**src/rtl/mc_control_fsm.sv**
```systemverilog
// Multi-cycle RISC-V control FSM: sequences IF/ID/EX/MEM/WB/BR and decodes datapath controls.
// Optional `MEM_WAIT_EN adds a mem_ready handshake that stretches IF and MEM.
module mc_control_fsm (
  input  logic        clk,
  input  logic        reset,
  input  logic [6:0]  opcode,
  input  logic        alu_bcond,
`ifdef MEM_WAIT_EN
  input  logic        mem_ready,
`endif
  output logic        pc_write,
  output logic        i_or_d,
  output logic        mem_read,
  output logic        mem_write,
  output logic        ir_write,
  output logic [1:0]  mem_to_reg,
  output logic        reg_write,
  output logic [1:0]  alu_src_a,
  output logic [1:0]  alu_src_b,
  output logic [1:0]  alu_op,
  output logic        is_ecall,
  output logic        inst_done,
  output logic [31:0] num_inst
);

  typedef enum logic [2:0] {
    StIf  = 3'd0,
    StId  = 3'd1,
    StEx  = 3'd2,
    StMem = 3'd3,
    StWb  = 3'd4,
    StBr  = 3'd5
  } state_e;

  localparam logic [6:0] OpRtype  = 7'b0110011;
  localparam logic [6:0] OpIarith = 7'b0010011;
  localparam logic [6:0] OpLoad   = 7'b0000011;
  localparam logic [6:0] OpStore  = 7'b0100011;
  localparam logic [6:0] OpBranch = 7'b1100011;
  localparam logic [6:0] OpJal    = 7'b1101111;
  localparam logic [6:0] OpJalr   = 7'b1100111;
  localparam logic [6:0] OpEcall  = 7'b1110011;

  state_e      state_q, state_d;
  logic [31:0] num_inst_q;
  logic        mem_ready_w;

`ifdef MEM_WAIT_EN
  assign mem_ready_w = mem_ready;
`else
  assign mem_ready_w = 1'b1;
`endif

  always_comb begin
    state_d    = state_q;
    pc_write   = 1'b0;
    i_or_d     = 1'b0;
    mem_read   = 1'b0;
    mem_write  = 1'b0;
    ir_write   = 1'b0;
    mem_to_reg = 2'b00;
    reg_write  = 1'b0;
    alu_src_a  = 2'b00;
    alu_src_b  = 2'b00;
    alu_op     = 2'b00;
    is_ecall   = 1'b0;
    inst_done  = 1'b0;

    unique case (state_q)
      StIf: begin
        mem_read = 1'b1;
        ir_write = mem_ready_w;
        if (mem_ready_w) state_d = StId;
      end
      StId: begin
        alu_src_b = 2'b01;
        pc_write  = 1'b1;
        if (opcode == OpEcall) begin
          is_ecall = 1'b1;
          state_d  = StIf;
        end else begin
          state_d = StEx;
        end
      end
      StEx: begin
        state_d = StIf;
        case (opcode)
          OpRtype: begin
            alu_src_a = 2'b01;
            alu_op    = 2'b01;
            state_d   = StWb;
          end
          OpIarith: begin
            alu_src_a = 2'b01;
            alu_src_b = 2'b10;
            alu_op    = 2'b10;
            state_d   = StWb;
          end
          OpLoad, OpStore: begin
            alu_src_a = 2'b01;
            alu_src_b = 2'b10;
            state_d   = StMem;
          end
          OpBranch: begin
            alu_src_a = 2'b01;
            alu_op    = 2'b11;
            if (alu_bcond) state_d = StBr;
          end
          OpJal, OpJalr: begin
            // rd gets the pre-edge PC while PC loads the jump target at the same edge
            reg_write  = 1'b1;
            mem_to_reg = 2'b10;
            alu_src_a  = (opcode == OpJal) ? 2'b10 : 2'b01;
            alu_src_b  = 2'b10;
            pc_write   = 1'b1;
          end
          default: ;
        endcase
      end
      StMem: begin
        i_or_d = 1'b1;
        if (opcode == OpLoad) begin
          mem_read = 1'b1;
          if (mem_ready_w) state_d = StWb;
        end else begin
          mem_write = (opcode == OpStore);
          if (mem_ready_w) state_d = StIf;
        end
      end
      StWb: begin
        reg_write  = 1'b1;
        mem_to_reg = (opcode == OpLoad) ? 2'b01 : 2'b00;
        state_d    = StIf;
      end
      StBr: begin
        alu_src_a = 2'b10;
        alu_src_b = 2'b10;
        pc_write  = 1'b1;
        state_d   = StIf;
      end
      default: state_d = StIf;
    endcase

    inst_done = (state_q != StIf) && (state_d == StIf);

    // Nothing may fire while the core is held in reset.
    if (reset) begin
      pc_write   = 1'b0;
      i_or_d     = 1'b0;
      mem_read   = 1'b0;
      mem_write  = 1'b0;
      ir_write   = 1'b0;
      mem_to_reg = 2'b00;
      reg_write  = 1'b0;
      alu_src_a  = 2'b00;
      alu_src_b  = 2'b00;
      alu_op     = 2'b00;
      is_ecall   = 1'b0;
      inst_done  = 1'b0;
    end
  end

  always_ff @(posedge clk or posedge reset) begin
    if (reset) begin
      state_q    <= StIf;
      num_inst_q <= 32'd0;
    end else begin
      state_q <= state_d;
      if (inst_done) num_inst_q <= num_inst_q + 32'd1;
    end
  end

  assign num_inst = num_inst_q;

endmodule

```
**config.mk**
```make
export PLATFORM = sky130hd
export DESIGN_NAME = mc_control_fsm
export DESIGN_NICKNAME = d
export VERILOG_FILES = /design/src/rtl/mc_control_fsm.sv
export SDC_FILE = /design/constraint.sdc
export NUM_CORES = 1
export LEC_CHECK = 0
export BUFFER_PORTS_ARGS = -buffer_cell sky130_fd_sc_hd__buf_2
export CORE_MARGIN = 1.5
export CORE_UTILIZATION = 46
export DETAILED_ROUTE_END_ITERATION = 8
export GPL_ROUTABILITY_DRIVEN = 1
export PLACE_DENSITY = 0.86
export SETUP_SLACK_MARGIN = 0.3
export SLEW_MARGIN = 20
export SYNTH_ARGS = -nofsm -noshare
export SYNTH_HDL_FRONTEND = slang
export SYNTH_SLANG_ARGS = --single-unit
```
**constraint.sdc**
```tcl
create_clock -name clk -period 1.8 [get_ports clk]
set_input_delay 0.09 -clock clk [delete_from_list [all_inputs] [get_ports clk]]
set_output_delay 0.09 -clock clk [all_outputs]
set_load 0.01 [all_outputs]
```
After elaboration in Yosys (flattened, before gate mapping)

Index checks and enable logic that the tools add are counted.

Register bits: 35
Input port bits: 10
Output and inout bits: 48
Logic and storage cells: 64

Add/subtract/negate cells: 1
Equality and inequality tests: 13
Muxes and demuxes: 38
Reduce and logical (&&, ||, !) cells: 10

Operators by type and width:

| cell                  | number |
|---|---|
| $add 32x1->32 const B | 1 |
| $eq 7x7->1 const B    | 4 |
| $mux 2                | 9 |
| $mux 1                | 17 |
| $eq 7x6->1 const B    | 2 |
| $pmux 2 s2            | 3 |
| $pmux 2 s3            | 2 |
| $pmux 3 s4            | 1 |
| $reduce_or 5->1       | 2 |
| $pmux 3 s3            | 1 |
| $reduce_or 2->1       | 4 |
| $eq 7x2->1 const B    | 1 |
| $eq 7x5->1 const B    | 1 |
| $eq 3x2->1 const B    | 2 |
| $eq 3x3->1 const B    | 2 |
| $logic_not 3->1       | 2 |
| $mux 3                | 2 |
| $pmux 1 s2            | 3 |
| $eq 3x1->1 const B    | 1 |
| $reduce_bool 3->1     | 1 |
| $logic_and 1x1->1     | 1 |

Depth between registers and ports, before layout

Gate-level depths: netlist of the first run.

Word-level depth: 7
Gate-level depth with buffers: 8
Gate-level depth less buffers: 6

Least setup slack after synthesis of the first run

Ideal clock, no wire load.

Kind: register -> register
Start: register state_q[2]
End: register num_inst_q[1] (netlist: num_inst[1])
Setup time: 0.125 ns
Arrival time: 1.843 ns
Data required time: 1.675 ns
Setup slack: -0.168 ns
Stages on the path, launching flop included: 8
Path buffers: 2
Period minus slack after synthesis: 1.968 ns
Path through: dfrtp_1 > clkbuf_1 > or3b_1 > o41a_1 > a211oi_4 > nor4_2 > buf_6 > mux2_4

Word-level cells in the longest chain between the ends: 5
Elaborated cells on any way between the ends: 9
Classes of those cells: eq/ne: 3; mux: 2; reduce/logical: 4

RTL lines:

| what                                     | RTL line | source |
|---|---|---|
| start: declaration                       | 44       | `state_e state_q, state_d;` |
| start signal: assignment                 | 165      | `state_q <= StIf;` |
| start signal: assignment                 | 168      | `state_q <= state_d;` |
| $eq 3x2->1, or another cell as far along | 69       | `unique case (state_q)` |
| $pmux 3 s4 *                             | 69       |  |
| via state_d[1]                           | 44       |  |
| $logic_not 3->1 *                        | 144      | `inst_done = (state_q != StIf) && (state_d == StIf);` |
| $logic_and 1x1->1 *                      | 144      |  |
| $mux 1 *                                 | 147      | `if (reset) begin` |
| end signal: assignment                   | 169      | `if (inst_done) num_inst_q <= num_inst_q + 32'd1;` |
| end: declaration                         | 45       | `logic [31:0] num_inst_q;` |

The timed path passes the listed nets; every way through them passes the cells marked *.
A chain may end at the register's enable or synchronous reset.

Worst setup path after layout of the first run

Start: register state_q[0]
End: output inst_done

Word-level cells in the longest chain between the ends: 5
Elaborated cells on any way between the ends: 9
Classes of those cells: eq/ne: 3; mux: 2; reduce/logical: 4

RTL lines:

| what                                     | RTL line | source |
|---|---|---|
| $eq 3x2->1, or another cell as far along | 69       |  |
| $pmux 3 s4 *                             | 69       |  |
| via state_d[1]                           | 44       |  |
| $logic_not 3->1 *                        | 144      |  |
| $logic_and 1x1->1 *                      | 144      |  |
| $mux 1 *                                 | 147      |  |
| end: declaration                         | 22       | `output logic inst_done,` |

Marked as above.

==> impl_metrics.yaml, run 1 <==
run_status:
  status: "complete, but fails checks"
  violations: "setup timing"
place:
  dp_hpwl_um: 3530
  postPlaceCellArea_um2: 2630
  gp_congestion: 0.806
  portBuffers: 57
  dp_cells: 320
timing:
  worstMarginPinSlew_ns: 0.565
  maxSlewViolCount: 0
  hold_viol_final: 0
  grt_setup_unrepaired: "yes"
  fmax_ghz: 0.475
  finalCriticalPeriod_ns: 2.11
  slew_headroom_pct: 62.3
  setup_viol: 43
  setup_ws_ns: -0.306
  finClkSkew_ns: 0.00331
  fin_tns_setup_ns: -7.67
  finalCritPeriodShare_pct: 117
routing:
  drt-initial-drc-count: 54
  via_per_inst: 5.59
  via_count: 1938
  routed_wl_um: 6110
  drc: 0
  wl_per_cell_um: 17.6
  ant_nets: 0
  drt_pass1_iterations: 4
clock_network:
  insertion_delay_ns: 0.29
  cts_buffers: 5
  clock_path_buffers: 2
  htree_levels: 2
  clk_pin_slew_worst_paths_ns: 0.07
  cts_hold_buf: 0
  numClockSinks: 35
  cts_tree: "yes"
  cts-root-buf: "clkbuf_8"
synth:
  ys_ff_latch: 35
  synth_seq_area_share_pct: 44.7
  yosysTopAreaCell: "dfrtp_1"
  synthArstFlopShare_pct: 100
  synth_ff_type: "dfrtp_1"
  avgSynthCellArea_um2: 10.2
  synth_edf_count: 0
  synth_cells: 193
  syn_area_um2: 1960
  ys_types: 45
  synth_top_area_share_pct: 44.7
  yosys_warnings: 0
  synthesis.nets: 204
  yosys-top-cells-area: "dfrtp_1, xnor2_1, and3_1"
critical_path:
  slowest_stage: "dfrtp_1"
  cp_max_fo: 7
  critPathLaunchType: "flip-flop"
  path_common_cell: "buf_6"
  crit_chain: "buf_6, buf_6, o41a_1, a211oi_4, nor4_4, buf_12, buf_6"
  end_kind: "primary output"
  max_stage_delay_ns: 0.43
  critPathKind: "reg2out"
  worstPathArrival_ns: 2.02
  required_ns: 1.71
layout:
  final_util_pct: 79.7
  drive_gt1_share_pct: 58.2
  fin_cells: 347
  n_antenna_cell: 0
  fin_area_um2: 3240
  areaGrowthSynthToFinish_pct: 65.0
  nets: 307
global_routing:
  grt_pass1_wl_um: 8830
  antenna_found_initial: 0
  grt-busiest-layer: "met2"
  grt-ovfl-total: 0
  use_met1_pct: 29.5
  met2_usage_pct: 47.1
  grt_pass1_vias: 1902
  grt_use_met3_pct: 3.95
  grt_max_degree: 36
  gr-usage-all-layers_pct: 25.6
floorplan:
  dieArea_um2: 4660
  floorplan.initialDensity_pct: 48.3
  rows: 23
  die_w_um: 68.3
  ioPinCount: 58
  die_h_um: 68.3
  core_region_area_um2: 4060
pwr:
  power.density_nw_per_um2: 1100
  p_leak_nw: 1.57
  p_total_mw: 3.55
  ir_worst_vdd_v: 0.000844
worst_hold_path:
  hp-class: "in2async"
flow_run:
  cap_viol_max_count: 0
==> flip-flops by register name, summed over array words and instances (netlist names) <==
signal and flops:
num_inst 32, state_q 3
==> cells in the final DEF (no fill, tap or decap), types with 2 or more instances in the layout <==
master	n
nand3_4	8
xnor2_2	6
and3_1	17
buf_4	37
and2_1	3
nor4_4	3
buf_12	4
nand4_1	16
clkbuf_16	2
a21oi_2	4
dfrtp_2	2
nor4_2	2
nand2b_4	3
clkbuf_8	7
dfrtp_1	33
buf_2	56
buf_6	9
xnor2_1	23
xor2_1	3
nor2_1	5
nand3_1	2
nand3_2	6
inv_1	3
nand2_4	2
a211oi_4	2
and4_1	2
nand2_1	2
nor3_4	3
==> metal layers <==
metal | vias up | routed length, µm
met2 | 68 | 3320
met1 | 954 | 2450
li1 | 906 | -
met3 | 10 | 277
met4 | 0 | 69
met5 | - | 0
==> cells in the mapped netlist, drive strengths merged (2+ instances only) <==
cell type and count:
a211oi 3, xor2 3, nor4 5, buf 6, nor2 7, and2 4, nand4 16, nor3 4
and4 2, nand2 5, or3b 2, inv 4, xnor2 29, and3 17, nand3 16, nor3b 2
dfrtp 35, a21oi 5, nand2b 4, clkbuf 6
==> critical path, delay by kind of cell (launching register included) <==
family                 cells  cell delay [ns]
AO/OA/AOI/OAI              2             0.67
AND/OR/NAND/NOR            1             0.10
buffers and inverters      4             0.53
flip-flops                 1             0.43
==> path summary, 6_finish.rpt <==
path | from | to | slack [ns] | cells after the start
max | state_q[0] | inst_done | -0.31 | 7
min | reset | num_inst[24] | 0.28 | 4
max reg2reg | state_q[0] | num_inst[10] | -0.29 | 8
min reg2reg | num_inst[31] | num_inst[31] | 0.48 | 1
max in group asynchronous | reset | num_inst[2] | 1.19 | 4
min in group clk | alu_bcond | state_q[2] | 0.32 | 4
==> report_power, final <==
| part | internal (mW) | switching, mW |
|---|---|---|
| sequential | 0.871 | 0.0771 |
| clock | 0.349 | 0.282 |
| combinational | 1.02 | 0.948 |
==> final cells by class <==
class	instances	area [µm²]
clock buffer	8	100
fill	228	822
inverter	4	15.0
multi-input combinational	142	1390
sequential	35	878
tap	50	62.6
timing repair buffer	108	790
==> cells by family (layout without fill, tap and decap cells) <==
kind of cell    after synthesis  in the layout  share of synthesized area, %
mux                           1              1                         0.766
fa+ha+maj                     1              1                         0.638
xor+xnor                     32             32                          14.3
compound gates               16             16                          6.57
simple gates                 92             92                          28.9
buf+inv                      16            120                          4.15
flops                        35             35                          44.7
==> through the flow <==
| stage | hold slack (ns) | setup slack [ns] |
|---|---|---|
| 2_1_floorplan | 0.281 | -0.0566 |
| 3_3_place_gp | 0.457 | -0.345 |
| 3_5_place_dp | 0.472 | -0.454 |
| 4_1_cts | 0.244 | -0.284 |
| 5_1_grt | 0.315 | -0.374 |
| 6_report | 0.282 | -0.306 |
==> timing repair <==
action                     4_1_cts  5_1_grt
setup endpoints to repair       47       49
buffers inserted                12        5
gates cloned                     2        0
pin swaps                       21       13
resized for setup               29       28
Power figures use the tool's default switching activity.
==> run 2, diff against run 1 <==
--- a/config.mk
+++ b/config.mk
@@ -12,6 +12,7 @@
 export GPL_ROUTABILITY_DRIVEN = 1
 export PLACE_DENSITY = 0.86
 export SETUP_SLACK_MARGIN = 0.3
+export SKIP_CTS_REPAIR_TIMING = 1
 export SLEW_MARGIN = 20
 export SYNTH_ARGS = -nofsm -noshare
 export SYNTH_HDL_FRONTEND = slang
==> run 2 against run 1 <==
Against the previous run:
- the flow still finishes with violations (setup timing)
- worst setup slack lost 0.011 ns
- critical path depth shrank 1
- first-iteration DRC count grew 37%
- sequential power shrank 0.6%
- largest cell class unchanged
==> impl_metrics.yaml, run 2 (synthesized netlist as in run 1, its figures left out) <==
clock_network:
  numClockSinks: 35
  clock_path_buffers: 2
  cts_buffers: 5
  cts_tree: "yes"
  clk_pin_slew_worst_paths_ns: 0.07
  cts-root-buf: "clkbuf_8"
  htree_levels: 2
  insertion_delay_ns: 0.29
routing:
  via_per_inst: 5.60
  via_count: 1887
  ant_nets: 0
  drc: 0
  routed_wl_um: 5280
  drt-initial-drc-count: 74
  drt_pass1_iterations: 4
  wl_per_cell_um: 15.7
pwr:
  ir_worst_vdd_v: 0.000648
  p_total_mw: 3.09
  power.density_nw_per_um2: 1040
  p_leak_nw: 1.44
global_routing:
  grt_pass1_wl_um: 7620
  antenna_found_initial: 0
  grt-ovfl-total: 0
  grt_max_degree: 36
  gr-usage-all-layers_pct: 21.7
  grt_pass1_vias: 1678
timing:
  setup_viol: 39
  finalCriticalPeriod_ns: 2.12
  fmax_ghz: 0.472
  setup_ws_ns: -0.316
  finClkSkew_ns: 0.00452
  slew_headroom_pct: 67.1
  maxSlewViolCount: 0
  finalCritPeriodShare_pct: 118
  hold_viol_final: 0
  fin_hold_ws_ns: 0.230
  worstMarginPinSlew_ns: 0.494
  grt_setup_unrepaired: "yes"
layout:
  areaGrowthSynthToFinish_pct: 51.0
  largest_reg_flops: 32
  n_antenna_cell: 0
  final_common_cell: "buf_2"
  final_cell_mix: "buf_2, buf_4, dfrtp_1"
  fin_area_um2: 2960
  drive_gt1_share_pct: 53.0
  final_util_pct: 73.0
  nets: 297
run_status:
  violations: "setup timing"
  status: "complete, but fails checks"
floorplan:
  dieArea_um2: 4660
  die_w_um: 68.3
  floorplan.initialDensity_pct: 48.3
  core_region_area_um2: 4060
  rows: 23
  ioPinCount: 58
  die_h_um: 68.3
critical_path:
  required_ns: 1.71
  critPathLaunchType: "flip-flop"
  critPathKind: "reg2out"
  r2r_cells: 9
  cp_max_fo: 7
  worstPathArrival_ns: 2.03
  end_kind: "primary output"
flow_run:
  cap_viol_max_count: 0
place:
  pre_cts_ws_ns: -0.454
  dp_hpwl_um: 3530
  postPlaceCellArea_um2: 2630
  portBuffers: 57
  gp_congestion: 0.806
worst_hold_path:
  hp-class: "in2async"
-- run 2: layer usage --
layer	track usage (%)	vias up	part of all wire (%)
met3	3.78	11	5.5
met1	27.9	923	42
met2	37.0	67	51
li1	-	886	-
met5	0	-	0
met4	7.25	0	1.6
-- run 2: final timing paths --
| kind | end | slack [ns] | startpoint |
|---|---|---|---|
| setup / recovery | inst_done | -0.32 | state_q[0] |
| hold / removal | num_inst[7] | 0.23 | reset |
| setup reg to reg | num_inst[11] | -0.28 | state_q[2] |
| hold reg to reg | num_inst[31] | 0.47 | num_inst[31] |
| max in group asynchronous | num_inst[2] | 1.24 | reset |
| min in group clk | state_q[2] | 0.32 | opcode[4] |
-- run 2: report_power, final --
part	leakage (nW)	switching [mW]	total, mW	internal, mW
clock	0.0515	0.279	0.628	0.349
sequential	0.476	0.0724	0.942	0.870
combinational	0.910	0.757	1.52	0.759
-- run 2: through the flow --
| stage | instances | setup TNS, ns |
|---|---|---|
| after global routing | 337 | -10.59 |
| after CTS | 328 | -8.19 |
| after global placement | 320 | -4.82 |
| after detailed placement | 320 | -6.96 |
| after floorplan | 193 | -0.107 |
| final | 337 | -7.17 |
-- run 2: layout make-up --
type | count | area, µm²
fill | 276 | 1100
sequential | 35 | 877
timing repair buffer | 98 | 653
multi-input combinational | 142 | 1250
inverter | 4 | 15.0
tap | 50 | 62.6
clock buffer | 8 | 100
-- run 2: worst max-delay path, stage by stage, from the launching register on --
cell,delay (ns)
dfrtp_1,0.42
or4b_4,0.52
a211oi_4,0.33
buf_6,0.15
nor4_4,0.05
buf_12,0.15
buf_6,0.11
